<file path="config.mk">
export PLATFORM = sky130hd
export DESIGN_NAME = uart_tx_param
export DESIGN_NICKNAME = d
export VERILOG_FILES = /design/src/rtl/uart_pkg.sv /design/src/rtl/uart_baud_cnt.sv /design/src/rtl/uart_tx_param.sv
export SDC_FILE = /design/constraint.sdc
export NUM_CORES = 1
export LEC_CHECK = 0
export CORE_MARGIN = 3
export CORE_UTILIZATION = 60
export CTS_CLUSTER_SIZE = 30
export DETAILED_ROUTE_END_ITERATION = 7
export PLACE_DENSITY = 0.84
export SKIP_CTS_REPAIR_TIMING = 1
export SYNTH_ARGS = -nofsm -noshare
export SYNTH_HDL_FRONTEND = slang
export SYNTH_SLANG_ARGS = --single-unit
</file>
<file path="constraint.sdc">
create_clock -name clk -period 2.7 [get_ports clk]
set_input_delay 0.54 -clock clk [delete_from_list [all_inputs] [get_ports clk]]
set_output_delay 0.54 -clock clk [all_outputs]
set_load 0.01 [all_outputs]
</file>
<file path="src/rtl/uart_pkg.sv">
// Shared UART definitions: parity modes, transmitter state encoding, frame sizing.
// Optional feature macro: UART_TX_BREAK_EN adds the BREAK state.
package uart_pkg;

  localparam logic [1:0] PAR_NONE = 2'b00;
  localparam logic [1:0] PAR_EVEN = 2'b01;
  localparam logic [1:0] PAR_ODD  = 2'b10;

  typedef enum logic [2:0] {
    ST_IDLE,
    ST_START,
    ST_DATA,
    ST_PARITY,
    ST_STOP
`ifdef UART_TX_BREAK_EN
    , ST_BREAK
`endif
  } tx_state_t;

  // Serial bits in one frame: start + data + parity + stop
  function automatic int unsigned frame_bits(input int unsigned data_w,
                                             input int unsigned p,
                                             input int unsigned s);
    return 1 + data_w + p + s;
  endfunction

endpackage

</file>
<file path="src/rtl/uart_baud_cnt.sv">
// Baud-rate counter: counts 0..CLKS_PER_BIT-1 while enabled, tick marks the last count.
// tick is registered; it is high exactly while the count equals CLKS_PER_BIT-1.
module uart_baud_cnt #(
  parameter int unsigned CLKS_PER_BIT = 868
) (
  input  logic clk,
  input  logic rst,
  input  logic clear,
  input  logic en,
  output logic tick
);

  localparam int unsigned CNT_W = $clog2(CLKS_PER_BIT);
  localparam logic [CNT_W-1:0] LAST = CNT_W'(CLKS_PER_BIT - 1);
  localparam logic [CNT_W-1:0] PRE  = CNT_W'(CLKS_PER_BIT - 2);

  logic [CNT_W-1:0] cnt;

  // Wrap at LAST; tick is predicted one cycle early so it lines up with cnt == LAST
  always_ff @(posedge clk) begin
    if (rst || clear) begin
      cnt  <= '0;
      tick <= 1'b0;
    end else if (en) begin
      cnt  <= (cnt == LAST) ? '0 : cnt + CNT_W'(1);
      tick <= (cnt == PRE);
    end
  end

endmodule

</file>
<file path="src/rtl/uart_tx_param.sv">
// Parametrised UART transmitter with valid/ready intake, runtime parity and stop-bit count.
// Optional feature macro: UART_TX_BREAK_EN adds input tx_break and a line-break state.
module uart_tx_param
  import uart_pkg::*;
#(
  parameter int unsigned DATA_W       = 8,
  parameter int unsigned CLKS_PER_BIT = 868,
  parameter int unsigned CNT_W        = $clog2(CLKS_PER_BIT)
) (
  input  logic              clk,
  input  logic              rst,
  input  logic [DATA_W-1:0] tx_data,
  input  logic              tx_valid,
`ifdef UART_TX_BREAK_EN
  input  logic              tx_break,
`endif
  output logic              tx_ready,
  input  logic [1:0]        cfg_parity,
  input  logic              cfg_stop2,
  output logic              tx,
  output logic              tx_busy,
  output logic              frame_done
);

  // Bit counter covers data index, stop index and break length (up to DATA_W+2)
  localparam int unsigned BIT_W = $clog2(frame_bits(DATA_W, 1, 2));
  localparam logic [BIT_W-1:0] LAST_DATA = BIT_W'(DATA_W - 1);
`ifdef UART_TX_BREAK_EN
  localparam logic [BIT_W-1:0] LAST_BRK  = BIT_W'(DATA_W + 2);
`endif

  if (CNT_W != $clog2(CLKS_PER_BIT) || DATA_W < 5 || DATA_W > 9 || CLKS_PER_BIT < 2)
  begin : g_bad_param
    $error("uart_tx_param: illegal parameter set");
  end

  tx_state_t         state;
  logic [DATA_W-1:0] shreg;
  logic [BIT_W-1:0]  bitn;
  logic              par_en;
  logic              par_bit;
  logic              stop2;
  logic              ready_q;
  logic              tick;

  uart_baud_cnt #(
    .CLKS_PER_BIT(CLKS_PER_BIT)
  ) u_baud (
    .clk  (clk),
    .rst  (rst),
    .clear(state == ST_IDLE),
    .en   (state != ST_IDLE),
    .tick (tick)
  );

  // Ready is withheld during the reset cycle itself
  assign tx_ready = ready_q & ~rst;

  // Frame sequencer; every output except the rst gating of tx_ready is registered
  always_ff @(posedge clk) begin
    frame_done <= 1'b0;
    if (rst) begin
      state   <= ST_IDLE;
      shreg   <= '0;
      bitn    <= '0;
      par_en  <= 1'b0;
      par_bit <= 1'b0;
      stop2   <= 1'b0;
      ready_q <= 1'b1;
      tx      <= 1'b1;
      tx_busy <= 1'b0;
    end else begin
      case (state)
        ST_IDLE: begin
`ifdef UART_TX_BREAK_EN
          if (tx_break) begin
            state   <= ST_BREAK;
            bitn    <= '0;
            tx      <= 1'b0;
            tx_busy <= 1'b1;
            ready_q <= 1'b0;
          end else
`endif
          if (tx_valid) begin
            state   <= ST_START;
            shreg   <= tx_data;
            par_en  <= (cfg_parity == PAR_EVEN) || (cfg_parity == PAR_ODD);
            par_bit <= (cfg_parity == PAR_ODD) ? ~(^tx_data) : ^tx_data;
            stop2   <= cfg_stop2;
            tx      <= 1'b0;
            tx_busy <= 1'b1;
            ready_q <= 1'b0;
          end
        end
        ST_START: begin
          if (tick) begin
            state <= ST_DATA;
            bitn  <= '0;
            tx    <= shreg[0];
          end
        end
        ST_DATA: begin
          if (tick) begin
            if (bitn == LAST_DATA) begin
              bitn <= '0;
              if (par_en) begin
                state <= ST_PARITY;
                tx    <= par_bit;
              end else begin
                state <= ST_STOP;
                tx    <= 1'b1;
              end
            end else begin
              bitn  <= bitn + BIT_W'(1);
              shreg <= shreg >> 1;
              tx    <= shreg[1];
            end
          end
        end
        ST_PARITY: begin
          if (tick) begin
            state <= ST_STOP;
            bitn  <= '0;
            tx    <= 1'b1;
          end
        end
        ST_STOP: begin
          if (tick) begin
            if (stop2 && (bitn == '0)) begin
              bitn <= BIT_W'(1);
            end else begin
              state      <= ST_IDLE;
              bitn       <= '0;
              frame_done <= 1'b1;
              tx_busy    <= 1'b0;
              ready_q    <= 1'b1;
            end
          end
        end
`ifdef UART_TX_BREAK_EN
        ST_BREAK: begin
          if (tick) begin
            if (bitn == LAST_BRK) begin
              state   <= ST_IDLE;
              bitn    <= '0;
              tx      <= 1'b1;
              tx_busy <= 1'b0;
              ready_q <= 1'b1;
            end else begin
              bitn <= bitn + BIT_W'(1);
            end
          end
        end
`endif
        default: begin
          state   <= ST_IDLE;
          tx      <= 1'b1;
          tx_busy <= 1'b0;
          ready_q <= 1'b1;
        end
      endcase
    end
  end

endmodule

</file>
==> results.py, run 1 <==
metrics = {
    "outcome": {
        "status": "complete, no violations",
    },
    "clocking": {
        "htree_levels": 2,
        "cts_sinks": 33,
        "cts_buffer_depth": 2,
        "cts_root_buf": "clkbuf_4",
        "clk_latency_ns": 0.33,
        "cts_made_buffers": 5,
        "clkTransAtPathRegs_ns": 0.10,
        "cts_tree": "done",
    },
    "drt": {
        "wl_met1_um": 1540,
        "vias": 1508,
        "dr.first_iter.drc_count": 129,
        "route.detailed.drc": 0,
        "wl_met2_um": 1820,
        "drtPass1Iterations": 4,
        "ant_nets": 0,
        "wl_um": 3550,
        "wl_met3_um": 162,
        "routedWlPerCell_um": 14.5,
        "highest_layer": "met4",
        "vias_per_cell": 6.16,
    },
    "yosys": {
        "synth_top_family_by_area": "simple AND/OR/NAND/NOR gates",
        "synth_ff_type": "dfxtp_1",
        "ys_types": 42,
        "yosys.area_share.xor_xnor_pct": 7.89,
        "postSynth.asyncResetShare_pct": 0,
        "synth_area_sq_um": 1730,
        "synth-simple-area-share_pct": 25.1,
        "synth_nets": 218,
        "synthAdderAreaFrac_pct": 3.62,
        "synth_edf_count": 0,
        "synth_compound_area_share_pct": 15.6,
        "muxShareOfSynthArea_pct": 5.21,
        "avgSynthCellArea_sq_um": 8.69,
        "ys_seq_area_share_pct": 38.2,
        "ys_ff_latch": 33,
        "syn_inst": 199,
        "synth_warnings": 0,
    },
    "global_route": {
        "antenna_found_initial": 0,
        "globalRouteTotalUtil_pct": 22.7,
        "grt_remaining_overflow": 0,
        "grt_pass1_vias": 1429,
        "grt_max_degree": 25,
        "grt_first_pass_wirelength_um": 6130,
    },
    "power": {
        "p_leak_nw": 0.714,
        "peakVddDrop_mv": 0.497,
        "p_per_area_nw_per_um2": 543,
    },
    "die": {
        "rows": 18,
        "die-area_sq_um": 3560,
        "core_area_sq_um": 2610,
        "initial_core_util_pct": 66.2,
        "ios": 18,
        "die_y_um": 59.7,
        "dieWidth_um": 59.7,
    },
    "timing": {
        "fmax_mhz": 454,
        "tightest_slew_ns": 0.626,
        "slew_violations": 0,
        "setup_ws_ns": 0.499,
        "fin_crit_sh_pct": 81.5,
        "setup_viol": 0,
        "finClkSkew_ns": 0.00662,
        "rsz0062_at_grt": "false",
        "finalHoldViolations": 0,
        "slew_headroom_pct": 58.0,
        "finalSetupTns_ns": 0,
        "fin_crit_ns": 2.20,
    },
    "cells_and_area": {
        "fin_area_sq_um": 1980,
        "multiInputGateArea_sq_um": 992,
        "final_cells": 245,
        "fill_cells": 194,
        "drive_gt1_share_pct": 6.05,
        "layout.nets": 234,
        "post-route-util_pct": 75.9,
        "syn2layout_area_growth_pct": 14.6,
        "seqCellArea_sq_um": 661,
        "antennaDiodeCount": 0,
    },
    "placement": {
        "place_congestion": 0.862,
        "dp_hpwl_um": 2570,
        "dp_slack_ns": 0.479,
        "place_inst": 238,
        "dpl_cell_area_sq_um": 1910,
        "place.port_buffers": 17,
    },
    "hold_path": {
        "hp-class": "flip-flop to flip-flop",
        "min_to": "ready_q",
        "min_from": "ready_q",
        "hold_depth": 2,
    },
    "critical_path": {
        "rr_worst_depth": 4,
        "path_max_fanout": 2,
        "reg2reg_to": "state[0]",
        "end_kind": "primary output",
        "startpoint_type": "input port",
        "critPathRequiredTime_ns": 2.16,
        "cp.arrival_ns": 1.66,
        "worstSetupPathType": "input port to primary output",
        "r2r_slack_ns": 0.73,
        "reg2reg_from": "state[2]",
    },
    "run": {
        "drv_cap": 0,
    },
}
synth_stat cells (all sizes together) (3+ instances only):
library cell	number	area, sq um
mux2i	9	90.1
inv	7	26.3
xor2	6	52.6
a211oi	10	75.1
nor3	5	25.0
nand3	5	25.0
a21oi	9	45.0
dfxtp	33	661
nor2b	4	25.0
o21ai	6	30.0
nand3b	4	30.0
nor3b	3	22.5
clkbuf	9	33.8
and3	4	25.0
nand4	5	31.3
nand2	13	48.8
xnor2	7	61.3
nor2	28	105
ha	5	62.6
cells in the final DEF, fill, tap and decap left out, drive strengths merged, types with 2 or more instances in the layout:
| master | n |
|---|---|
| a211oi | 10 |
| a21oi | 9 |
| and3 | 4 |
| buf | 3 |
| clkbuf | 5 |
| clkdlybuf4s50 | 17 |
| dfxtp | 33 |
| ha | 5 |
| inv | 7 |
| mux2i | 9 |
| nand2 | 13 |
| nand3 | 5 |
| nand3b | 4 |
| nand4 | 5 |
| nor2 | 28 |
| nor2b | 4 |
| nor3 | 5 |
| nor3b | 3 |
| nor4 | 2 |
| nor4b | 2 |
| nor4bb | 2 |
| o21ai | 6 |
| or3 | 2 |
| xnor2 | 7 |
| xor2 | 6 |
per-layer routing:
layer	up-vias	GRT usage (%)
met5	-	0
li1	749	-
met2	45	38.4
met3	5	6.05
met1	709	27.6
met4	0	7.59
worst max-delay path: stages:
cell and delay (ns):
clkdlybuf4s50_1 0.43, nor2b_1 0.14, clkdlybuf4s50_1 0.55
metrics by stage:
step / hold slack (ns) / power [mW]
2_1_floorplan: 0.415 / 0.677
3_3_place_gp: 0.436 / 0.725
3_5_place_dp: 0.431 / 0.732
4_1_cts: 0.452 / 1.08
5_1_grt: 0.487 / 1.13
6_report: 0.453 / 1.08
state kept, by name, indices dropped and copies added (netlist names):
name,cells
bitn,4
stop2,1
par_en,1
state,3
shreg,8
frame_done,1
tx_busy,1
u_baud.cnt,10
tx,1
u_baud.tick,1
par_bit,1
ready_q,1
worst max-delay path by stage:
stage               slack, ns  cells after the start       end     start
floorplan                0.97                      6  shreg[4]   bitn[0]
global placement         0.49                      3  tx_ready       rst
detailed placement       0.48                      6  shreg[5]  tx_valid
CTS                      0.49                      3  tx_ready       rst
global route             0.42                      3  tx_ready       rst
finish                   0.50                      3  tx_ready       rst
kinds of logic (layout without fill, tap and decap cells):
kind of cell / Yosys count / in the layout
compound gates: 37 / 37
xor+xnor: 14 / 14
fa+ha+maj: 5 / 5
buf+inv: 18 / 34
flops: 33 / 33
mux: 9 / 9
simple gates: 83 / 83
final cells by class:
| type | instances | area share (%) |
|---|---|---|
| multi-input cells | 148 | 50.1 |
| inverters | 7 | 1.33 |
| clock inverters | 2 | 1.77 |
| well taps | 30 | 1.89 |
| clock buffers | 5 | 1.89 |
| flip-flops and latches | 33 | 33.3 |
| repair buffers | 20 | 9.72 |
power breakdown:
group	leakage (nW)	switching [mW]	internal [mW]
combinational	0.404	0.0913	0.0891
sequential	0.269	0.0273	0.516
clock	0.0410	0.165	0.188
Power figures use the tool's default switching activity.
==> run 2: changes to the inputs <==
Settings changed: CORE_UTILIZATION 60 to 56, PLACE_DENSITY 0.84 to 0.79.
Clock period 2.7 ns to 2.2 ns, I/O delays scaled along.
==> run 2 against run 1 <==
  * Count of clock-buffer cells in the layout grew 1
  * Core utilization shrank 5.0 points
  * Combinational power grew 25%
  * Clock power grew 38%
  * Sequential power grew 23%
  * Worst hold slack gained 0.014 ns
  * Sequential cell count is the same
  * Cell area grew 2.0%
  * Cell count grew 2.0%
  * Critical path depth is the same
  * Clock skew grew 0.0034 ns
  * Register-to-register slack lost 0.36 ns
==> results.py, run 2 (synthesis results as in run 1) <==
metrics = {
    "placement": {
        "dp_slack_ns": 0.126,
        "dpl_cell_area_sq_um": 1930,
        "place.port_buffers": 17,
        "place_congestion": 0.859,
        "dp_hpwl_um": 2780,
    },
    "cells_and_area": {
        "most-common-layout-cells": "dfxtp_1 (33), nor2_1 (28), clkdlybuf4s50_1 (17)",
        "syn2layout_area_growth_pct": 16.9,
        "drive_gt1_share_pct": 7.76,
        "layout_commonest_cell": "dfxtp_1",
        "layout.nets": 237,
        "fin_area_sq_um": 2020,
        "antennaDiodeCount": 0,
        "top_register": "u_baud.cnt",
        "fill_cells": 223,
        "largest_reg_flops": 10,
        "biggestRegsByFlops": "u_baud.cnt (10), shreg (8), bitn (4)",
    },
    "die": {
        "initial_core_util_pct": 60.6,
        "core_area_sq_um": 2850,
        "rows": 19,
        "dieWidth_um": 61.6,
        "die-area_sq_um": 3790,
        "die_y_um": 61.6,
        "ios": 18,
    },
    "critical_path": {
        "path_cells": "clkdlybuf4s50_1 -> nor2b_1 -> clkdlybuf4s50_1",
        "critPathRequiredTime_ns": 1.76,
        "end_kind": "primary output",
        "cp.arrival_ns": 1.57,
        "critical-path-top-delay-family": "buffers and inverters",
        "cp_num_buf_inv": 2,
        "path_max_fanout": 2,
        "startpoint_type": "input port",
        "worst_path_most_repeated_cell": "clkdlybuf4s50_1",
        "slowest_stage": "clkdlybuf4s50_1",
        "worstSetupPathType": "input port to primary output",
        "critical_path.max_stage_delay_ns": 0.55,
    },
    "timing": {
        "slew_violations": 0,
        "finClkSkew_ns": 0.00998,
        "slew_headroom_pct": 54.1,
        "fin_crit_ns": 2.01,
        "fmax_mhz": 497,
        "finalSetupTns_ns": 0,
        "setup_ws_ns": 0.189,
        "whs_ns": 0.467,
        "setup_viol": 0,
        "rsz0062_at_grt": "false",
        "fin_crit_sh_pct": 91.4,
        "finalHoldViolations": 0,
        "tightest_slew_ns": 0.683,
    },
    "drt": {
        "ant_nets": 0,
        "vias": 1491,
        "routedWlPerCell_um": 14.8,
        "route.detailed.drc": 0,
        "drtPass1Iterations": 4,
        "dr.first_iter.drc_count": 101,
        "vias_per_cell": 5.96,
        "wl_um": 3700,
    },
    "power": {
        "power_mw": 1.38,
        "peakVddDrop_mv": 0.505,
        "p_leak_nw": 0.734,
        "p_per_area_nw_per_um2": 682,
    },
    "clocking": {
        "clk_latency_ns": 0.35,
        "htree_levels": 2,
        "cts_sinks": 33,
        "cts_buffer_depth": 2,
        "cts_tree": "done",
        "cts_made_buffers": 5,
        "cts_root_buf": "clkbuf_4",
        "clkTransAtPathRegs_ns": 0.10,
    },
    "outcome": {
        "status": "complete, no violations",
    },
    "global_route": {
        "antenna_found_initial": 0,
        "grt_remaining_overflow": 0,
        "grt_max_degree": 25,
        "grt_first_pass_wirelength_um": 6200,
        "grt_pass1_vias": 1393,
        "globalRouteTotalUtil_pct": 22.4,
    },
    "run": {
        "drv_cap": 0,
    },
    "hold_path": {
        "hp-class": "flip-flop to flip-flop",
    },
}
==> run 2: metrics by stage <==
stage | util (%) | instances
after floorplan | - | 199
after global placement | 67.8 | 242
after detailed placement | 67.8 | 242
after CTS | 70.9 | 250
after global routing | 70.9 | 250
final | 70.9 | 250
==> run 2: path summary, 6_finish.rpt <==
kind | startpoint | to | slack, ns | cells past startpoint
worst max-delay path | rst | tx_ready | 0.19 | 3
worst min register to register | ready_q | ready_q | 0.47 | 2
worst max register to register | bitn[0] | shreg[6] | 0.37 | 6
worst min-delay path | ready_q | ready_q | 0.47 | 2
==> run 2: worst register-to-register path: stages, from the launching register on <==
cell and delay (ns):
dfxtp_1 0.36, ha_1 0.24, and3b_1 0.25, a2111oi_4 0.35, buf_4 0.25, nor2_1 0.06, a211oi_1 0.23
==> run 2: where the power goes <==
group	internal [mW]	switching (mW)	total [mW]
clock	0.270	0.218	0.488
combinational	0.110	0.115	0.225
sequential	0.633	0.0332	0.666
==> run 2: cell type report <==
cell class | instances | area (sq um) | area share, %
clock buffers | 6 | 51.3 | 2.54
clock inverters | 2 | 37.5 | 1.86
inverters | 7 | 26.3 | 1.30
multi-input cells | 148 | 992 | 49.1
flip-flops and latches | 33 | 661 | 32.7
well taps | 31 | 38.8 | 1.92
repair buffers | 23 | 215 | 10.6
==> run 2: routing by layer <==
metal  track usage (%)  vias to the layer above  wire [um]
met2              38.9                       32       1950
li1                  -                      750          -
met4              10.0                        0         89
met3              5.66                        9        142
met5                 0                        -          0
met1              25.9                      700       1520
==> run 3: changes to the inputs <==
Settings changed: SKIP_CTS_REPAIR_TIMING 1 to default, TNS_END_PERCENT from default to 5.
==> results of run 3 <==
Same layout as run 2: the final DEF is identical, and so are final timing and power.
